**src/rtl/alu_result_stage.sv**
```systemverilog
// Registered output stage for the 16-bit ALU: adds zero/negative flags and a wrapping
// sequence tag, and decouples downstream back-pressure through a 2-entry skid buffer.
module alu_result_stage #(
    parameter int WIDTH = 16,
    parameter int SEQ_W = 4
) (
    input  logic             clk,
    input  logic             rst_n,
    input  logic             flush,
    input  logic             in_valid,
    output logic             in_ready,
    input  logic [WIDTH-1:0] in_data,
    output logic             out_valid,
    input  logic             out_ready,
    output logic [WIDTH-1:0] out_data,
    output logic             out_zr,
    output logic             out_ng,
    output logic [SEQ_W-1:0] out_seq
);

    typedef struct packed {
        logic [WIDTH-1:0] data;
        logic             zr;
        logic             ng;
        logic [SEQ_W-1:0] seq;
    } entry_t;

    typedef enum logic [1:0] {
        EMPTY = 2'd0,
        ONE   = 2'd1,
        TWO   = 2'd2
    } state_t;

    localparam entry_t RESET_ENTRY = '{data: '0, zr: 1'b1, ng: 1'b0, seq: '0};

    state_t           state;
    entry_t           main_entry;
    entry_t           skid_entry;
    entry_t           new_entry;
    logic [SEQ_W-1:0] seq_cnt;
    logic             in_xfer;
    logic             out_xfer;

    // Flags are captured once at acceptance and travel with the entry.
    always_comb begin
        new_entry      = RESET_ENTRY;
        new_entry.data = in_data;
        new_entry.zr   = (in_data == '0);
        new_entry.ng   = in_data[WIDTH-1];
        new_entry.seq  = seq_cnt;
    end

    assign in_xfer  = in_valid & in_ready;
    assign out_xfer = out_valid & out_ready;

    // NOTE: every register here is updated with <= so all entries move on the same edge
    // without ordering hazards between the MAIN and SKID transfers.
    always_ff @(posedge clk or negedge rst_n) begin
        if (!rst_n) begin
            state      <= EMPTY;
            main_entry <= RESET_ENTRY;
            skid_entry <= RESET_ENTRY;
            seq_cnt    <= '0;
            in_ready   <= 1'b0;
            out_valid  <= 1'b0;
        end else if (flush) begin
            state     <= EMPTY;
            seq_cnt   <= '0;
            in_ready  <= 1'b1;
            out_valid <= 1'b0;
        end else begin
            in_ready <= 1'b1;
            if (in_xfer)
                seq_cnt <= seq_cnt + 1'b1;
            case (state)
                EMPTY: begin
                    if (in_xfer) begin
                        main_entry <= new_entry;
                        out_valid  <= 1'b1;
                        state      <= ONE;
                    end
                end
                ONE: begin
                    if (in_xfer && out_xfer) begin
                        main_entry <= new_entry;
                    end else if (in_xfer) begin
                        skid_entry <= new_entry;
                        in_ready   <= 1'b0;
                        state      <= TWO;
                    end else if (out_xfer) begin
                        out_valid <= 1'b0;
                        state     <= EMPTY;
                    end
                end
                TWO: begin
                    // in_ready is low here, so only the output side can move.
                    if (out_xfer) begin
                        main_entry <= skid_entry;
                        state      <= ONE;
                    end else begin
                        in_ready <= 1'b0;
                    end
                end
                default: begin
                    out_valid <= 1'b0;
                    state     <= EMPTY;
                end
            endcase
        end
    end

    assign out_data = main_entry.data;
    assign out_zr   = main_entry.zr;
    assign out_ng   = main_entry.ng;
    assign out_seq  = main_entry.seq;

endmodule
```
**config.mk**
```make
export PLATFORM = sky130hd
export DESIGN_NAME = alu_result_stage
export DESIGN_NICKNAME = d
export VERILOG_FILES = /design/src/rtl/alu_result_stage.sv
export SDC_FILE = /design/constraint.sdc
export NUM_CORES = 1
export LEC_CHECK = 0
export BUFFER_PORTS_ARGS = -buffer_cell sky130_fd_sc_hd__buf_2
export CORE_ASPECT_RATIO = 0.8
export CORE_UTILIZATION = 55
export DETAILED_ROUTE_END_ITERATION = 8
export HOLD_SLACK_MARGIN = 0.05
export MAX_ROUTING_LAYER = met4
export PLACE_DENSITY = 0.79
export SYNTH_ARGS = -nofsm -noshare
export SYNTH_HDL_FRONTEND = slang
export SYNTH_SLANG_ARGS = --single-unit
export TNS_END_PERCENT = 30
```
**constraint.sdc**
```tcl
create_clock -name clk -period 6.15 [get_ports clk]
set_clock_uncertainty 0.15 [all_clocks]
set_input_delay 0.9225 -clock clk [delete_from_list [all_inputs] [get_ports clk]]
set_output_delay 0.9225 -clock clk [all_outputs]
set_load 0.03 [all_outputs]
```
Yosys cells after proc, flatten, opt, wreduce, memory -nomap -nowiden
Cells that the tools add are included.
{"block": "word_totals", "ff_bits": 52, "word_cells": 62}
{"block": "classes", "reduce_logical": 9, "n_eq_ne": 12, "n_bitwise": 4, "add_sub_neg": 1, "mux": 24}
{"op": "2-to-1 mux 22 bit", "n": 3}
{"op": "one-hot mux 22 bit (3 select lines)", "n": 1}
{"op": "zero test 16 bit", "n": 1}
{"op": "!= test 3 bit (second input constant)", "n": 5}
{"op": "2-to-1 mux 2 bit", "n": 6}
{"op": "AND reduction 5 bit", "n": 2}
{"op": "2-to-1 mux 1 bit", "n": 9}
{"op": "2-to-1 mux 4 bit", "n": 2}
{"op": "!= test 2 bit (second input constant)", "n": 4}
{"op": "AND reduction 4 bit", "n": 2}
{"op": "one-hot mux 2 bit (3 select lines)", "n": 1}
{"op": "adder 4 x 1 -> 4 bit (second input constant)", "n": 1}
{"op": "!= test 4 bit (second input constant)", "n": 1}
{"op": "one-hot mux 1 bit (3 select lines)", "n": 1}
{"op": "nonzero test 3 bit", "n": 1}
{"op": "bitwise AND 1 bit", "n": 2}
{"op": "equality test 2 x 1 -> 1 bit (second input constant)", "n": 1}
{"op": "equality test 2 bit (second input constant)", "n": 1}
{"op": "zero test 2 bit", "n": 1}
{"op": "inverter 1 bit", "n": 2}
{"op": "one-hot mux 1 bit (2 select lines)", "n": 1}
{"op": "nonzero test 2 bit", "n": 1}
{"op": "logical AND 1 bit", "n": 1}

Depth between registers and ports, before layout
Gate-level depths: netlist (run 1).
{"block": "depth", "word_depth": 6, "ltp_mapped": 8, "depth_no_buf": 6}

Least setup slack after synthesis (run 1)
No wires, ideal clock.
{"block": "synth_timing", "path_kind": "in2reg", "startpoint": "input flush", "endpoint": "register main_entry, in the netlist out_data[10]", "path_buffers": 1, "slack_ns": 3.891, "t_arrival_ns": 1.986, "setup_ns": 0.123, "path_stages": 4, "path_cell_list": "or2_1 > a2111oi_4 > buf_4 > a21oi_2"}
{"block": "synth_between", "elab_chain_len": 2}
{"element": "from (decl)", "line_no": "9", "source": "input logic flush,"}
{"element": "inverter 1 bit (no line)"}
{"element": "AND reduction 5 bit (no line)"}
{"element": "to (signal assigned)", "line_no": "78", "source": "main_entry <= new_entry;"}
{"element": "to (signal assigned)", "line_no": "85", "source": "main_entry <= new_entry;"}
{"element": "to (signal assigned)", "line_no": "98", "source": "main_entry <= skid_entry;"}
{"element": "to (decl)", "line_no": "37", "source": "entry_t main_entry;"}
Every way passes these cells.
A chain may end at the register's enable or synchronous reset.

Worst setup path after layout (run 1)
{"block": "layout_timing", "startpoint": "register state[0]", "endpoint": "register main_entry, in the netlist out_data[13]"}
{"block": "layout_between", "elab_chain_len": 3, "word_cells_on_any_way": 9, "classes_between": "5 x eq/ne; 1 x mux; 3 x reduce/logical"}
{"element": "from (decl)", "line_no": "36", "source": "state_t state;"}
{"element": "from (signal assigned)", "line_no": "60", "source": "state <= EMPTY;"}
{"element": "from (signal assigned)", "line_no": "67", "source": "state <= EMPTY;"}
{"element": "from (signal assigned)", "line_no": "80", "source": "state <= ONE;"}
{"element": "equality test 2 x 1 -> 1 bit (tied with other cells)", "line_no": "75", "source": "case (state)"}
{"element": "!= test 2 bit (no line) / nonzero test 3 bit (equally long branches)"}
{"element": "AND reduction 5 bit (no line)"}
Several ways; a longest one is shown, not always the timed one.

==> run metrics, run 1 <==
number of antenna cells inserted 0; share of synthesized cell area in and, or, nand and nor gates 9.47%; post_cts resized 0; number of nets in the synthesized netlist 223; global-route wire length before repair 7.02 mm; maximum cell stage delay along the critical path about 0.46 ns; maximum number of buffers from clock root to sink 2; final routed DRC violation total 0; I/O pin count 45; parity-gate share of the synthesized area counting xor and xnor cells approximately 1.5%; final setup fails 0; post-synth top area share 50.5%; layout cells sized above 1 41.7%; die height ~61 um; final weighted congestion of routability-driven global placement around 0.8; kind of critical path reg -> reg; detailed placement HPWL 2.94 mm; final number of hold-violating endpoints 0; TritonCTS clock tree done; number of buffers inserted by post-CTS setup repair 0; post-synth top area cell sky130_fd_sc_hd__dfrtp_1; register bit total from synthesis 50; Std-Cell Rows 20; Max Fclk 413 MHz; Die ar. about 4600 sq um; fin crit share around two fifths; Antenna Violating Nets Remaining 0; crit end category flip-flop; Setup Total Neg Slack 0 ns; layer with the highest usage after global routing met2; cts hold-fix bufs 0; maximum number of pins on one net before global-route repair a little over 50; met3 Track Usage GR under 10%; number of unique standard cell types used by synthesis 32; layout net count 265; relative slew slack around 60%; number of global-route vias before repair 1,497; number of port buffers 44; worst slack on hold paths 0.353 ns; Yosys warning total 0; Crit-path slowest cell sky130_fd_sc_hd__a21boi_0; Placeable Area roughly 4000 sq um; Final Critical Period 2.42 ns; status finished, final reports clean; met1 usage about 29%; final-report max-slew violation count 0; largest cells by area after synthesis sky130_fd_sc_hd__dfrtp_1, sky130_fd_sc_hd__mux2_2, sky130_fd_sc_hd__mux2i_1, sky130_fd_sc_hd__a21oi_2, sky130_fd_sc_hd__nor2_1; source-to-sink clock delay at the later pin of the worst-skew pair 0.30 ns; Sinks on Clock Net 50; max capacitance violation total 0; CTS H-tree lvls 2; crit path cell chain inv_1 > ha_1 > buf_4 > a21boi_0 > a2111oi_4 > buf_4 > nor2_1 > a21oi_2; startpoint types flip-flop; sequential share of the synthesized area 52.7%; Tightest Hold Check Type reg -> reg; largest family of logic cells by synthesized area multiplexers; cell area after synthesis 2380 sq um; total wire length 4.23 mm; portion of netlist area occupied by mux cells 18.8%; CP Data Required Time 6.17 ns; data arrival time of the worst path 2.44 ns; Mapped Cells 197; mean instance size in the synthesized netlist 12.1 sq um; die width between 70 and 80 um; GRT Residual Overflow 0; power density cells slightly below 500 nW/um^2; cell type with the highest occurrence count on the critical path sky130_fd_sc_hd__buf_4; Initial DRT Pass Iterations 4; global-route total usage across every layer 22.0%; Inserted Clock Buffers 5; Initial Util between 50% and 60%; Worst Tran Pin Value 0.603 ns; leakage power total 0.00116 uW; Peak supply drop 0.272 mV; RSZ-0062 raised after global routing false; wire length per cell after detailed routing 14.3 um; antenna violations before repair 0; fraction of the mapped netlist area in compound gates 11.1%; Via Count about 1.6k; Fillers 301; Vias/cell 5.39; clock slew at the register clock pins of the worst setup and hold paths 0.08 ns; Worst Path Max Fanout between 40 and 50; met2 Use GR 33.7%; post-synthesis adder-cell area fraction 2.63%; clock root buffer sky130_fd_sc_hd__clkbuf_8; synth-to-layout area growth 14.5%; Iteration-0 DRC Markers between 100 and 150
[layer usage]
metal	wire length, um	part of all wire [%]	up-vias
met4	60	1.4	0
met1	2040	48	775
met5	0	0	-
li1	-	-	770
met3	181	4.3	5
met2	1940	46	40
[state kept, by name, indices dropped and copies added, names as in the netlist]
register / flops
out_valid: 1
state: 2
out_zr: 1
out_data: 16
skid_entry: 21
out_seq: 4
in_ready: 1
seq_cnt: 4
[logic make-up (layout without fill, tap and decap cells)]
| family | after synthesis | in the layout |
|---|---|---|
| flops | 50 | 50 |
| simple gates | 50 | 50 |
| mux | 42 | 42 |
| compound gates | 31 | 31 |
| buf+inv | 15 | 58 |
| fa+ha+maj | 5 | 5 |
| xor+xnor | 4 | 4 |
[synth_stat cells]
cell and instances:
sky130_fd_sc_hd__nand4_1 3, sky130_fd_sc_hd__a21oi_1 4, sky130_fd_sc_hd__nor4_1 4, sky130_fd_sc_hd__or3b_2 1
sky130_fd_sc_hd__a211oi_1 2, sky130_fd_sc_hd__a21boi_0 2, sky130_fd_sc_hd__o211ai_1 1, sky130_fd_sc_hd__nor3_1 1
sky130_fd_sc_hd__xor2_1 2, sky130_fd_sc_hd__or2_1 1, sky130_fd_sc_hd__nand4b_1 1, sky130_fd_sc_hd__nand2b_1 1
sky130_fd_sc_hd__clkbuf_1 3, sky130_fd_sc_hd__a2111oi_4 1, sky130_fd_sc_hd__a21oi_2 19, sky130_fd_sc_hd__mux2i_1 21
sky130_fd_sc_hd__dfrtp_1 48, sky130_fd_sc_hd__o21ai_0 1, sky130_fd_sc_hd__ha_1 5, sky130_fd_sc_hd__buf_4 2
sky130_fd_sc_hd__nand3_1 1, sky130_fd_sc_hd__and2_1 1, sky130_fd_sc_hd__buf_6 3, sky130_fd_sc_hd__dfstp_2 2
sky130_fd_sc_hd__xnor2_1 2, sky130_fd_sc_hd__mux2_2 21, sky130_fd_sc_hd__nand2_1 9, sky130_fd_sc_hd__buf_1 1
sky130_fd_sc_hd__buf_2 4, sky130_fd_sc_hd__nor2_1 27, sky130_fd_sc_hd__o21a_1 1, sky130_fd_sc_hd__inv_1 2
[power breakdown]
group	internal (uW)	leakage (uW)	total, uW	switching (uW)
combinational	210	0.000511	563	353
sequential	469	0.000595	548	78.5
clock	114	0.0000575	218	104
[path summary, 6_finish.rpt]
path | startpoint | end | slack (ns) | depth (start not counted)
min reg2reg | skid_entry[5]$_DFFE_PN1P_ | skid_entry[5]$_DFFE_PN1P_ | 0.35 | 2
max | state[0]$_DFFE_PN0P_ | out_data[13]$_DFFE_PN0P_ | 3.73 | 8
max reg2reg | state[0]$_DFFE_PN0P_ | out_data[13]$_DFFE_PN0P_ | 3.73 | 8
max in group asynchronous | rst_n | out_data[12]$_DFFE_PN0P_ | 4.89 | 2
min in group asynchronous | rst_n | in_ready$_DFF_PN0_ | 0.55 | 2
min | skid_entry[5]$_DFFE_PN1P_ | skid_entry[5]$_DFFE_PN1P_ | 0.35 | 2
[final cells by class]
cell class	count	area [sq um]	share of cell area [%]
clock buffer	8	110	4.04
inverter	2	7.51	0.276
multi-input combinational	132	1030	37.9
sequential	50	1250	46.0
tap	55	68.8	2.53
timing repair buffer	48	250	9.19
[worst max-delay path, delay by kind of cell (launching register included)]
| kind | cells | cell delay, ns |
|---|---|---|
| buf+inv | 3 | 0.79 |
| simple gates | 1 | 0.20 |
| fa+ha+maj | 1 | 0.15 |
| flops | 1 | 0.43 |
| compound gates | 3 | 0.55 |
[cells in the final DEF (no fill, tap or decap), types with 2 or more instances in the layout]
master,instances
sky130_fd_sc_hd__xor2_1,2
sky130_fd_sc_hd__clkbuf_8,8
sky130_fd_sc_hd__buf_2,44
sky130_fd_sc_hd__dfrtp_1,48
sky130_fd_sc_hd__buf_4,4
sky130_fd_sc_hd__mux2_2,21
sky130_fd_sc_hd__a211oi_1,2
sky130_fd_sc_hd__nor4_1,4
sky130_fd_sc_hd__nor2_1,27
sky130_fd_sc_hd__ha_1,5
sky130_fd_sc_hd__a21oi_2,19
sky130_fd_sc_hd__inv_1,2
sky130_fd_sc_hd__dfstp_2,2
sky130_fd_sc_hd__nand2_1,9
sky130_fd_sc_hd__a21oi_1,4
sky130_fd_sc_hd__a21boi_0,2
sky130_fd_sc_hd__xnor2_1,2
sky130_fd_sc_hd__mux2i_1,21
sky130_fd_sc_hd__nand4_1,3
[stage by stage]
stage	setup WS, ns	area [sq um]	util, %	power (uW)	std cells
after global routing	3.50	2720	68.5	1410	295
after detailed placement	3.47	2610	65.7	1120	287
final	3.73	2720	68.5	1330	295
after global placement	3.48	2610	65.7	1100	287
after floorplan	3.89	2380	-	985	197
after CTS	3.71	2720	68.5	1340	295
(Power assumes the default switching activity.)
==> run 2: changes to the inputs <==
- ABC_AREA: default -> 1
- CORE_UTILIZATION: 55 -> 50
- PLACE_DENSITY: 0.79 -> 0.76
- clock period: 6.15 -> 2.1 ns (I/O delays scaled with it)
==> run 2 against run 1 <==
Area after synthesis increased by 1.8%. Routed wire length rose by 11%. Power grew to 2.8 times the previous value. First-iteration DRC count is 62% higher. Critical path depth fell by 1. Worst hold slack got worse by 0.24 ns. Register-to-register slack got worse by 3.5 ns. Via count grew 21%. Die area up 12%. Critical endpoint is now skid_entry[1]$_DFFE_PN0P_. Largest power group unchanged.
==> run metrics, run 2 <==
number of nets in the synthesized netlist approximately 300; global-route total usage across every layer 21.0%; Worst Path Max Fanout 33; fin crit share 89.8%; count of flip-flops with a built-in enable after synthesis 0; Die ar. approximately 5100 sq um; relative slew slack a little under three fifths; Worst Tran Pin Value 0.668 ns; crit path cell chain inv_1 > ha_1 > nand3_2 > nor2_4 > inv_4 > nand2_1 > o21ai_2; RSZ-0062 raised after global routing false; post-synth top area share 49.6%; Placeable Area 4620 sq um; cell depth of the worst hold path 2; Std-Cell Rows 22; Final Critical Period 1.89 ns; largest register by flop count skid_entry; top cells by instance count after synthesis sky130_fd_sc_hd__nand2_1, sky130_fd_sc_hd__dfrtp_1, sky130_fd_sc_hd__o21ai_1; CP Depth 7; maximum number of pins on one net before global-route repair 34; number of unique standard cell types used by synthesis 27; die width roughly 80 um; clock slew at the register clock pins of the worst setup and hold paths 0.08 ns; layout net count ~350; number of port buffers 44; Async SR Flop Fraction 100%; detailed placement HPWL around 3.3 mm; data arrival time of the worst path ~1.9 ns; status finished, final reports clean; Iteration-0 DRC Markers 168; startpoint types flip-flop; Via Count 1,930; GRT Residual Overflow 0; slack of the critical path between 0.2 and 0.25 ns; sequential share of the synthesized area 51.8%; clock root buffer sky130_fd_sc_hd__clkbuf_8; worst reg-to-reg path cell count 7; Inserted Clock Buffers 5; Fillers 404; CP Data Required Time 2.13 ns; kind of critical path reg -> reg; mean instance size in the synthesized netlist 8.65 sq um; most frequent cell after synthesis sky130_fd_sc_hd__nand2_1; Peak supply drop 0.705 mV; number of global-route vias before repair 1,786; post-synth top area cell sky130_fd_sc_hd__dfrtp_1; I/O pin count 45; die height 64.3 um; leakage power total 0.00146 uW; final weighted congestion of routability-driven global placement approximately 0.86; largest cells by area after synthesis sky130_fd_sc_hd__dfrtp_1, sky130_fd_sc_hd__nand2_1, sky130_fd_sc_hd__o21ai_1, sky130_fd_sc_hd__o21ai_2, sky130_fd_sc_hd__o21ai_0; source-to-sink clock delay at the later pin of the worst-skew pair 0.30 ns; Sinks on Clock Net 50; Mapped Cells 280; register bit total from synthesis 50; total wire length ~4.7 mm; cell area after synthesis 2420 sq um; Initial DRT Pass Iterations 4; power density cells 1330 nW/um^2; cell family with most CP delay simple AND/OR/NAND/NOR gates; count of buffer and inverter cells on the critical path 2; layout cells sized above 1 26.9%; TritonCTS clock tree done; max capacitance violation total 0; commonest non-fill, non-tap cells in the layout sky130_fd_sc_hd__nand2_1, sky130_fd_sc_hd__dfrtp_1, sky130_fd_sc_hd__buf_2, sky130_fd_sc_hd__o21ai_1, sky130_fd_sc_hd__nor2_1; Setup Total Neg Slack 0 ns; final setup fails 0; number of antenna cells inserted 0; Primary FF master, synth sky130_fd_sc_hd__dfrtp_1; leading cell type in the layout, fill and taps excluded sky130_fd_sc_hd__nand2_1; crit end category flip-flop; Crit-path slowest cell sky130_fd_sc_hd__dfrtp_1; Yosys warning total 0; Initial Util between 50% and 60%; synth-to-layout area growth 15.0%; placement-stage worst setup slack 0.242 ns; global-route wire length before repair around 8.1 mm; wire length per cell after detailed routing 12.1 um; final-report max-slew violation count 0; final routed DRC violation total 0; maximum number of buffers from clock root to sink 2; Max Fclk about 530 MHz; Antenna Violating Nets Remaining 0; maximum cell stage delay along the critical path about 0.41 ns; flip-flop count of the largest register, all copies and words added 21; Vias/cell between 4 and 5; antenna violations before repair 0; post_cts resized 0; Tightest Hold Check Type in -> reg; final number of hold-violating endpoints 0; CTS H-tree lvls 2
## run 2: cell types whose count changed after synthesis, moves of 7 or more
| cell | delta |
|---|---|
| sky130_fd_sc_hd__mux2i_1 | -14 |
| sky130_fd_sc_hd__inv_1 | +17 |
| sky130_fd_sc_hd__a21oi_2 | -19 |
| sky130_fd_sc_hd__o21ai_2 | +12 |
| sky130_fd_sc_hd__nand2_1 | +74 |
| sky130_fd_sc_hd__o21ai_1 | +23 |
| sky130_fd_sc_hd__o21ai_0 | +17 |
| sky130_fd_sc_hd__nor2_1 | -7 |
| sky130_fd_sc_hd__mux2_2 | -21 |
| sky130_fd_sc_hd__nand2_2 | +11 |
## run 2: final cells by class
class                   count  area (sq um)  share of cell area (%)
flip-flops and latches     50          1250                    45.0
multi-input cells         196          1000                    36.1
repair buffers             51           275                    9.88
clock buffers               7          86.3                    3.10
inverters                  22          85.1                    3.05
well taps                  60          75.1                    2.70
clock inverters             1          5.00                   0.180
## run 2: where the power goes
group | switching (uW) | internal (uW)
combinational | 1060 | 515
sequential | 211 | 1340
clock | 307 | 266
## run 2: logic make-up after synthesis
| logic type | Yosys count | share of synthesized area [%] |
|---|---|---|
| fa+ha+maj | 5 | 2.58 |
| buf+inv | 34 | 6.77 |
| flops | 50 | 51.8 |
| compound gates | 56 | 13.6 |
| simple gates | 128 | 22.4 |
| mux | 7 | 2.89 |
## run 2: worst paths after layout
| check | end | slack (ns) | startpoint |
|---|---|---|---|
| hold reg to reg | out_zr$_DFFE_PN1P_ | 0.32 | out_zr$_DFFE_PN1P_ |
| min in group asynchronous | out_data[8]$_DFFE_PN0P_ | 0.42 | rst_n |
| max in group asynchronous | skid_entry[19]$_DFFE_PN0P_ | 0.76 | rst_n |
| hold / removal | seq_cnt[0]$_DFFE_PN0P_ | 0.11 | flush |
| setup / recovery | skid_entry[1]$_DFFE_PN0P_ | 0.21 | state[1]$_DFFE_PN0P_ |
| setup reg to reg | skid_entry[1]$_DFFE_PN0P_ | 0.21 | state[1]$_DFFE_PN0P_ |
## run 2: worst register-to-register path: stages, from the launching register on
cell and delay (ns):
sky130_fd_sc_hd__dfrtp_1 0.41, sky130_fd_sc_hd__inv_1 0.10, sky130_fd_sc_hd__ha_1 0.30, sky130_fd_sc_hd__nand3_2 0.14, sky130_fd_sc_hd__nor2_4 0.24, sky130_fd_sc_hd__inv_4 0.22
sky130_fd_sc_hd__nand2_1 0.15, sky130_fd_sc_hd__o21ai_2 0.06
## run 2: what timing repair did
item,in CTS,in global routing
setup buffers,0,0
hold endpoints to repair,26,0
hold buffers,1,0
## run 2: metal layers
| metal | up-vias | wire, um | GRT usage, % | share of wire (%) |
|---|---|---|---|---|
| met1 | 893 | 2250 | 28.1 | 48 |
| met2 | 47 | 2170 | 32.3 | 46 |
| li1 | 985 | - | - | - |
| met3 | 5 | 241 | 4.86 | 5.1 |
| met5 | - | 0 | - | 0 |
| met4 | 0 | 39 | 5.36 | 0.83 |
## run 2: metrics by stage
step / total power [uW] / cells / util, % / area [sq um] / hold slack, ns
final: 3700 / 387 / 60.2 / 2790 / 0.108
after detailed placement: 3150 / 378 / 58.0 / 2680 / 0.236
after floorplan: 2740 / 280 / - / 2420 / -0.131
after global routing: 3970 / 387 / 60.2 / 2790 / 0.102
after global placement: 3090 / 378 / 58.0 / 2680 / 0.229
after CTS: 3730 / 387 / 60.2 / 2790 / 0.0939
